==> config.mk <==
export PLATFORM = sky130hd
export DESIGN_NAME = wb_regfile
export DESIGN_NICKNAME = d
export VERILOG_FILES = /design/src/rtl/wb_regfile.sv
export SDC_FILE = /design/constraint.sdc
export NUM_CORES = 2
export LEC_CHECK = 0
export BUFFER_PORTS_ARGS = -buffer_cell sky130_fd_sc_hd__buf_2
export CAP_MARGIN = 20
export CORE_UTILIZATION = 50
export DETAILED_ROUTE_END_ITERATION = 10
export GPL_TIMING_DRIVEN = 0
export PLACE_DENSITY = 0.77
export SLEW_MARGIN = 20
export SYNTH_ARGS = -nofsm -noshare
export SYNTH_HDL_FRONTEND = slang
export SYNTH_SLANG_ARGS = --single-unit
==> constraint.sdc <==
create_clock -name clk -period 36.8 [get_ports clk]
set_clock_uncertainty 0.15 [all_clocks]
set_input_delay 0 -clock clk [delete_from_list [all_inputs] [get_ports clk]]
set_output_delay 0 -clock clk [all_outputs]
set_load 0.005 [all_outputs]
==> src/rtl/wb_regfile.sv <==
// wb_regfile: 32x32 GPR file plus HI/LO pair committed from MEM/WB, two read ports and one HI/LO port.
// Define WB_BYPASS_EN to forward same-cycle writebacks straight to the read outputs.
module wb_regfile #(
  parameter int DATA_W = 32,
  parameter int ADDR_W = 5
) (
  input  logic              clk,
  input  logic              rst,
  input  logic [DATA_W-1:0] wb_data,
  input  logic              wb_reg_write_en,
  input  logic [ADDR_W-1:0] wb_reg_addr,
  input  logic              wb_hilo_write_en,
  input  logic [DATA_W-1:0] wb_hi,
  input  logic [DATA_W-1:0] wb_lo,
  input  logic              rd1_en,
  input  logic [ADDR_W-1:0] rd1_addr,
  output logic [DATA_W-1:0] rd1_data,
  input  logic              rd2_en,
  input  logic [ADDR_W-1:0] rd2_addr,
  output logic [DATA_W-1:0] rd2_data,
  output logic [DATA_W-1:0] hi_data,
  output logic [DATA_W-1:0] lo_data
);
  localparam int N = 1 << ADDR_W;
  logic [DATA_W-1:0] regs [N];
  logic [DATA_W-1:0] hi_q, lo_q;
  logic byp1, byp2, byp_hilo;
  always_ff @(posedge clk or posedge rst)
    if (rst) begin
      for (int i = 0; i < N; i++) regs[i] <= '0;
      hi_q <= '0;
      lo_q <= '0;
    end else begin
      if (wb_reg_write_en && wb_reg_addr != '0) regs[wb_reg_addr] <= wb_data;
      if (wb_hilo_write_en) begin
        hi_q <= wb_hi;
        lo_q <= wb_lo;
      end
    end
`ifdef WB_BYPASS_EN
  assign byp1     = wb_reg_write_en && wb_reg_addr == rd1_addr;
  assign byp2     = wb_reg_write_en && wb_reg_addr == rd2_addr;
  assign byp_hilo = wb_hilo_write_en;
`else
  assign byp1     = 1'b0;
  assign byp2     = 1'b0;
  assign byp_hilo = 1'b0;
`endif
  // rst gates every output so an in-flight bypass cannot leak during reset
  always_comb begin
    rd1_data = (rst || !rd1_en || rd1_addr == '0) ? '0 : byp1 ? wb_data : regs[rd1_addr];
    rd2_data = (rst || !rd2_en || rd2_addr == '0) ? '0 : byp2 ? wb_data : regs[rd2_addr];
    hi_data  = rst ? '0 : byp_hilo ? wb_hi : hi_q;
    lo_data  = rst ? '0 : byp_hilo ? wb_lo : lo_q;
  end
endmodule

==> report_table.html <==
<table>
<tr><th>Metric</th><th>Value</th></tr>
<tr><th colspan="2">Detailed routing</th></tr>
<tr><td>Residual DRC</td><td>0</td></tr>
<tr><td>DRT iter0 DRCs</td><td>7118</td></tr>
<tr><td>Remaining antenna violation count after routing</td><td>0</td></tr>
<tr><td>Post-DR vias/cell</td><td>7.209</td></tr>
<tr><td>Final Routed Wirelength</td><td>about 230000 um</td></tr>
<tr><td>Via total after detailed routing</td><td>43510</td></tr>
<tr><td>First-pass iteration count of the detailed router</td><td>8</td></tr>
<tr><td>Post-detailed-route wirelength per cell</td><td>38.63 um</td></tr>
<tr><th colspan="2">Global routing</th></tr>
<tr><td>Number of antenna violations at the first check in global routing</td><td>21</td></tr>
<tr><td>Global-route congestion overflow total</td><td>0</td></tr>
<tr><td>Via count of the first global-routing pass</td><td>43490</td></tr>
<tr><td>Largest net degree at the start of global routing</td><td>~100</td></tr>
<tr><td>Global-route wire length before repair</td><td>325500 um</td></tr>
<tr><td>Total global routing track utilization</td><td>around 40%</td></tr>
<tr><th colspan="2">Synth</th></tr>
<tr><td>Count of flip-flops with a built-in enable after synthesis</td><td>0</td></tr>
<tr><td>Mapped cell area</td><td>0.05703 mm^2</td></tr>
<tr><td>Top cell type's share of synthesized area</td><td>47.74%</td></tr>
<tr><td>Cells after Synth</td><td>3847</td></tr>
<tr><td>Cell types with the largest area share after synthesis</td><td>sky130_fd_sc_hd__dfrtp_1, sky130_fd_sc_hd__mux2_2, sky130_fd_sc_hd__mux4_2, sky130_fd_sc_hd__mux2i_1, sky130_fd_sc_hd__clkbuf_1</td></tr>
<tr><td>Synth Flop Type</td><td>sky130_fd_sc_hd__dfrtp_1</td></tr>
<tr><td>Netlist cell types</td><td>49</td></tr>
<tr><td>Post-synthesis sequential area ratio</td><td>47.74%</td></tr>
<tr><td>Largest area contributor in the netlist</td><td>sky130_fd_sc_hd__dfrtp_1</td></tr>
<tr><td>Per-instance average area after synthesis</td><td>14.82 um^2</td></tr>
<tr><td>Ys async rst share</td><td>100.0%</td></tr>
<tr><td>Syn_nets</td><td>3964</td></tr>
<tr><td>Warnings from Yosys</td><td>0</td></tr>
<tr><td>Flip-flop and latch count after synthesis</td><td>~1100</td></tr>
<tr><th colspan="2">Cells and area</th></tr>
<tr><td># nets final</td><td>4541</td></tr>
<tr><td>Multi-input logic area</td><td>0.02779 mm^2</td></tr>
<tr><td>Fin util</td><td>58.95%</td></tr>
<tr><td>Commonest cells after routing, fill and taps aside</td><td>sky130_fd_sc_hd__mux2_2, sky130_fd_sc_hd__dfrtp_1, sky130_fd_sc_hd__mux4_2, sky130_fd_sc_hd__buf_2, sky130_fd_sc_hd__clkbuf_1</td></tr>
<tr><td>Fraction of layout cells with a size suffix above 1</td><td>47.15%</td></tr>
<tr><td>Total of fill cells in the finished design</td><td>8663</td></tr>
<tr><td>Register Area</td><td>about 0.027 mm^2</td></tr>
<tr><td>Most frequent standard cell in the layout excluding fill and tap cells</td><td>sky130_fd_sc_hd__mux2_2</td></tr>
<tr><td>Area growth, synth to finish</td><td>16.61%</td></tr>
<tr><th colspan="2">Placement</th></tr>
<tr><td>Final weighted congestion of routability-driven global placement</td><td>1.092</td></tr>
<tr><td>Count of input and output buffers</td><td>238</td></tr>
<tr><td>Worst slack, placed</td><td>approximately 32 ns</td></tr>
<tr><td>Estimated wirelength of the detail-placed design</td><td>157800 um</td></tr>
<tr><th colspan="2">Hold path</th></tr>
<tr><td>Hold Crit Depth</td><td>3</td></tr>
<tr><td>Class of the worst hold path</td><td>input pin to register</td></tr>
<tr><td>Capture endpoint of the worst hold path</td><td>regs[376]$_DFFE_PP0P_</td></tr>
<tr><td>Start point of the worst min-delay path</td><td>wb_data[24]</td></tr>
<tr><th colspan="2">Floorplan</th></tr>
<tr><td>I/O pin count</td><td>245</td></tr>
<tr><td>Chip height</td><td>339.7 um</td></tr>
<tr><td>Area inside the core boundary</td><td>0.1128 mm^2</td></tr>
<tr><td>Initial standard-cell utilization of the core</td><td>50.55%</td></tr>
<tr><td>Rows</td><td>123</td></tr>
<tr><td>Die width</td><td>339.7 um</td></tr>
<tr><td>Die Area</td><td>around 0.12 mm^2</td></tr>
<tr><th colspan="2">Power and ir drop</th></tr>
<tr><td>Overall power</td><td>3.551 mW</td></tr>
<tr><td>Leakage power</td><td>29.11 nW</td></tr>
<tr><td>PD cells</td><td>roughly 53 mW/mm^2</td></tr>
<tr><td>Worst vdd rail ir drop</td><td>0.00003988 V</td></tr>
<tr><th colspan="2">Setup path</th></tr>
<tr><td>Count of cells along the worst register-to-register path</td><td>2</td></tr>
<tr><td>Required time of the worst setup path</td><td>36.65 ns</td></tr>
<tr><td>Critical path endpoint category</td><td>output pin</td></tr>
<tr><td>Worst setup path class</td><td>input pin to output pin</td></tr>
<tr><td>Worst reg2reg path startpoint</td><td>regs[639]$_DFFE_PP0P_</td></tr>
<tr><td>R2r setup slk</td><td>35.28 ns</td></tr>
<tr><td>Endpoint of the worst register-to-register path</td><td>regs[639]$_DFFE_PP0P_</td></tr>
<tr><td>Max FO, Critical Path</td><td>a little under 100</td></tr>
<tr><td>Type of origin of the critical path</td><td>input pin</td></tr>
<tr><td>Data arrival time of the worst path</td><td>between 5 and 6 ns</td></tr>
<tr><th colspan="2">Timing</th></tr>
<tr><td>Slew Viols, Final</td><td>0</td></tr>
<tr><td>Final setup fails</td><td>0</td></tr>
<tr><td>Number of hold violations in the final report</td><td>1</td></tr>
<tr><td>Post-layout min period</td><td>5.704 ns</td></tr>
<tr><td>Max-slew headroom at the worst pin</td><td>4.655%</td></tr>
<tr><td>Setup TNS</td><td>0 ns</td></tr>
<tr><td>Max Freq</td><td>approximately 0.18 GHz</td></tr>
<tr><td>Final worst hold slack</td><td>-0.006894 ns</td></tr>
<tr><td>Slack of the critical path</td><td>31.10 ns</td></tr>
<tr><td>Tcrit/Tclk final</td><td>15.50%</td></tr>
<tr><td>Unrepaired setup endpoints after global routing</td><td>false</td></tr>
<tr><td>Transition at the pin with the smallest max-transition slack</td><td>1.394 ns</td></tr>
<tr><th colspan="2">CTS</th></tr>
<tr><td>Count of clock tree sinks</td><td>1088</td></tr>
<tr><td>Bufs on Longest Clock Path</td><td>3</td></tr>
<tr><td>Clock input transition at the sequential cells of the worst setup and hold paths</td><td>0.06 ns</td></tr>
<tr><td>Clock buffers created by TritonCTS</td><td>113</td></tr>
<tr><td>TritonCTS clock tree</td><td>yes</td></tr>
<tr><td>Setup Fix Bufs, Post-CTS</td><td>0</td></tr>
<tr><td>Insertion delay of the later-clocked pin in the worst-skew pair</td><td>a little over 0.7 ns</td></tr>
<tr><td>Depth of the CTS H-tree</td><td>3</td></tr>
<tr><td>Cell chosen for the clock root</td><td>sky130_fd_sc_hd__clkbuf_16</td></tr>
<tr><th colspan="2">Job</th></tr>
<tr><td>Number of maximum-capacitance constraint violations</td><td>0</td></tr>
<tr><th colspan="2">Status</th></tr>
<tr><td>Result of the run</td><td>complete, but fails checks</td></tr>
<tr><td>Violated checks</td><td>hold timing</td></tr>
</table>
-- registers in the layout, summed over array words and instances, names as in the netlist --
register and count:
hi_q 32, lo_q 32, regs 1024
-- logic make-up (layout without fill, tap and decap cells) --
group                  Yosys count  count (layout)  share of synthesized area, %
buffers and inverters          439            1103                         3.583
other                            0              24                             0
muxes                         1751            1751                         41.87
AOI/OAI and AO/OA              363             363                         4.853
and+or+nand+nor                206             206                         1.953
DFF                           1088            1088                         47.74
-- critical path, cell delays in order --
cell and delay (ns):
sky130_fd_sc_hd__dlygate4sd3_1 0.53, sky130_fd_sc_hd__buf_2 0.23, sky130_fd_sc_hd__dlygate4sd3_1 0.68, sky130_fd_sc_hd__inv_8 0.42
sky130_fd_sc_hd__buf_16 0.46, sky130_fd_sc_hd__buf_16 0.41, sky130_fd_sc_hd__buf_16 0.42, sky130_fd_sc_hd__buf_16 0.39
sky130_fd_sc_hd__nand3_1 0.74, sky130_fd_sc_hd__a31oi_1 0.81, sky130_fd_sc_hd__buf_2 0.23
-- worst max path at each step --
stage,startpoint,end,cells after the start
2_1_floorplan,rst,hi_q[0]$_DFFE_PP0P_,1
3_3_place_gp,rst,rd2_data[18],5
3_5_place_dp,rst,rd2_data[18],9
4_1_cts,rst,rd2_data[18],11
5_1_grt,rst,rd2_data[18],11
6_report,rst,rd2_data[18],11
-- where the power goes --
group          switching, mW  internal [mW]  leakage (nW)
Sequential             0.178           1.42          13.9
Combinational          0.336          0.412          13.3
Clock                  0.511          0.696          1.90
Total                   1.03           2.53          29.1
-- layout make-up --
| class | instances | area share, % |
|---|---|---|
| clock inverters | 44 | 0.8599 |
| clock buffers | 158 | 4.885 |
| well taps | 1500 | 2.822 |
| multi-input cells | 2320 | 41.79 |
| flip-flops and latches | 1088 | 40.94 |
| inverters | 4 | 0.03387 |
| repair buffers | 462 | 5.453 |
| plain buffers | 435 | 3.120 |
| diodes | 24 | 0.09032 |
-- per-stage QoR --
step           instance area [um^2]  instances
2_1_floorplan                 57030       3847
3_3_place_gp                  60090       5585
3_5_place_dp                  60580       5608
4_1_cts                       66390       6009
5_1_grt                       66440       6011
6_report                      66500       6035
-- timing repair --
item | in CTS | in global routing
gates resized for setup | 0 | 0
endpoints found under the hold margin | 1035 | 0
hold buffers | 199 | 0
-- layer usage --
metal  GRT usage (%)  vias to the layer above  share of wire, %  wire (um)
li1                -                    16060                 -          -
met1           48.87                    22430                34      79710
met2           55.71                     3905                41      95740
met3           20.31                     1088                16      37180
met5          0.7761                        -              0.18        418
met4           27.44                       31               8.6      20070
-- synthesized netlist by cell type, types with 4 or more instances --
cell and instances:
sky130_fd_sc_hd__mux2_2 1114, sky130_fd_sc_hd__dfrtp_1 1088, sky130_fd_sc_hd__mux4_2 396, sky130_fd_sc_hd__clkbuf_1 251, sky130_fd_sc_hd__mux2i_1 241, sky130_fd_sc_hd__buf_2 76
sky130_fd_sc_hd__nor2b_1 71, sky130_fd_sc_hd__a22oi_1 66, sky130_fd_sc_hd__buf_1 61, sky130_fd_sc_hd__a221oi_1 60, sky130_fd_sc_hd__nand2_1 44, sky130_fd_sc_hd__a21oi_1 42
sky130_fd_sc_hd__a22o_1 37, sky130_fd_sc_hd__o221ai_1 27, sky130_fd_sc_hd__a2111oi_0 25, sky130_fd_sc_hd__a31oi_1 25, sky130_fd_sc_hd__buf_4 25, sky130_fd_sc_hd__nor2_1 24
sky130_fd_sc_hd__o22ai_1 23, sky130_fd_sc_hd__nor3_1 21, sky130_fd_sc_hd__a211oi_1 15, sky130_fd_sc_hd__buf_6 15, sky130_fd_sc_hd__nand3_1 14, sky130_fd_sc_hd__a221o_1 13
sky130_fd_sc_hd__o21ai_0 11, sky130_fd_sc_hd__nand3b_1 6, sky130_fd_sc_hd__a311oi_1 5, sky130_fd_sc_hd__nor3b_1 5, sky130_fd_sc_hd__o21ai_1 5, sky130_fd_sc_hd__or3_1 5
sky130_fd_sc_hd__and4b_1 4, sky130_fd_sc_hd__buf_8 4, sky130_fd_sc_hd__o31ai_1 4
(Power assumes the default switching activity.)
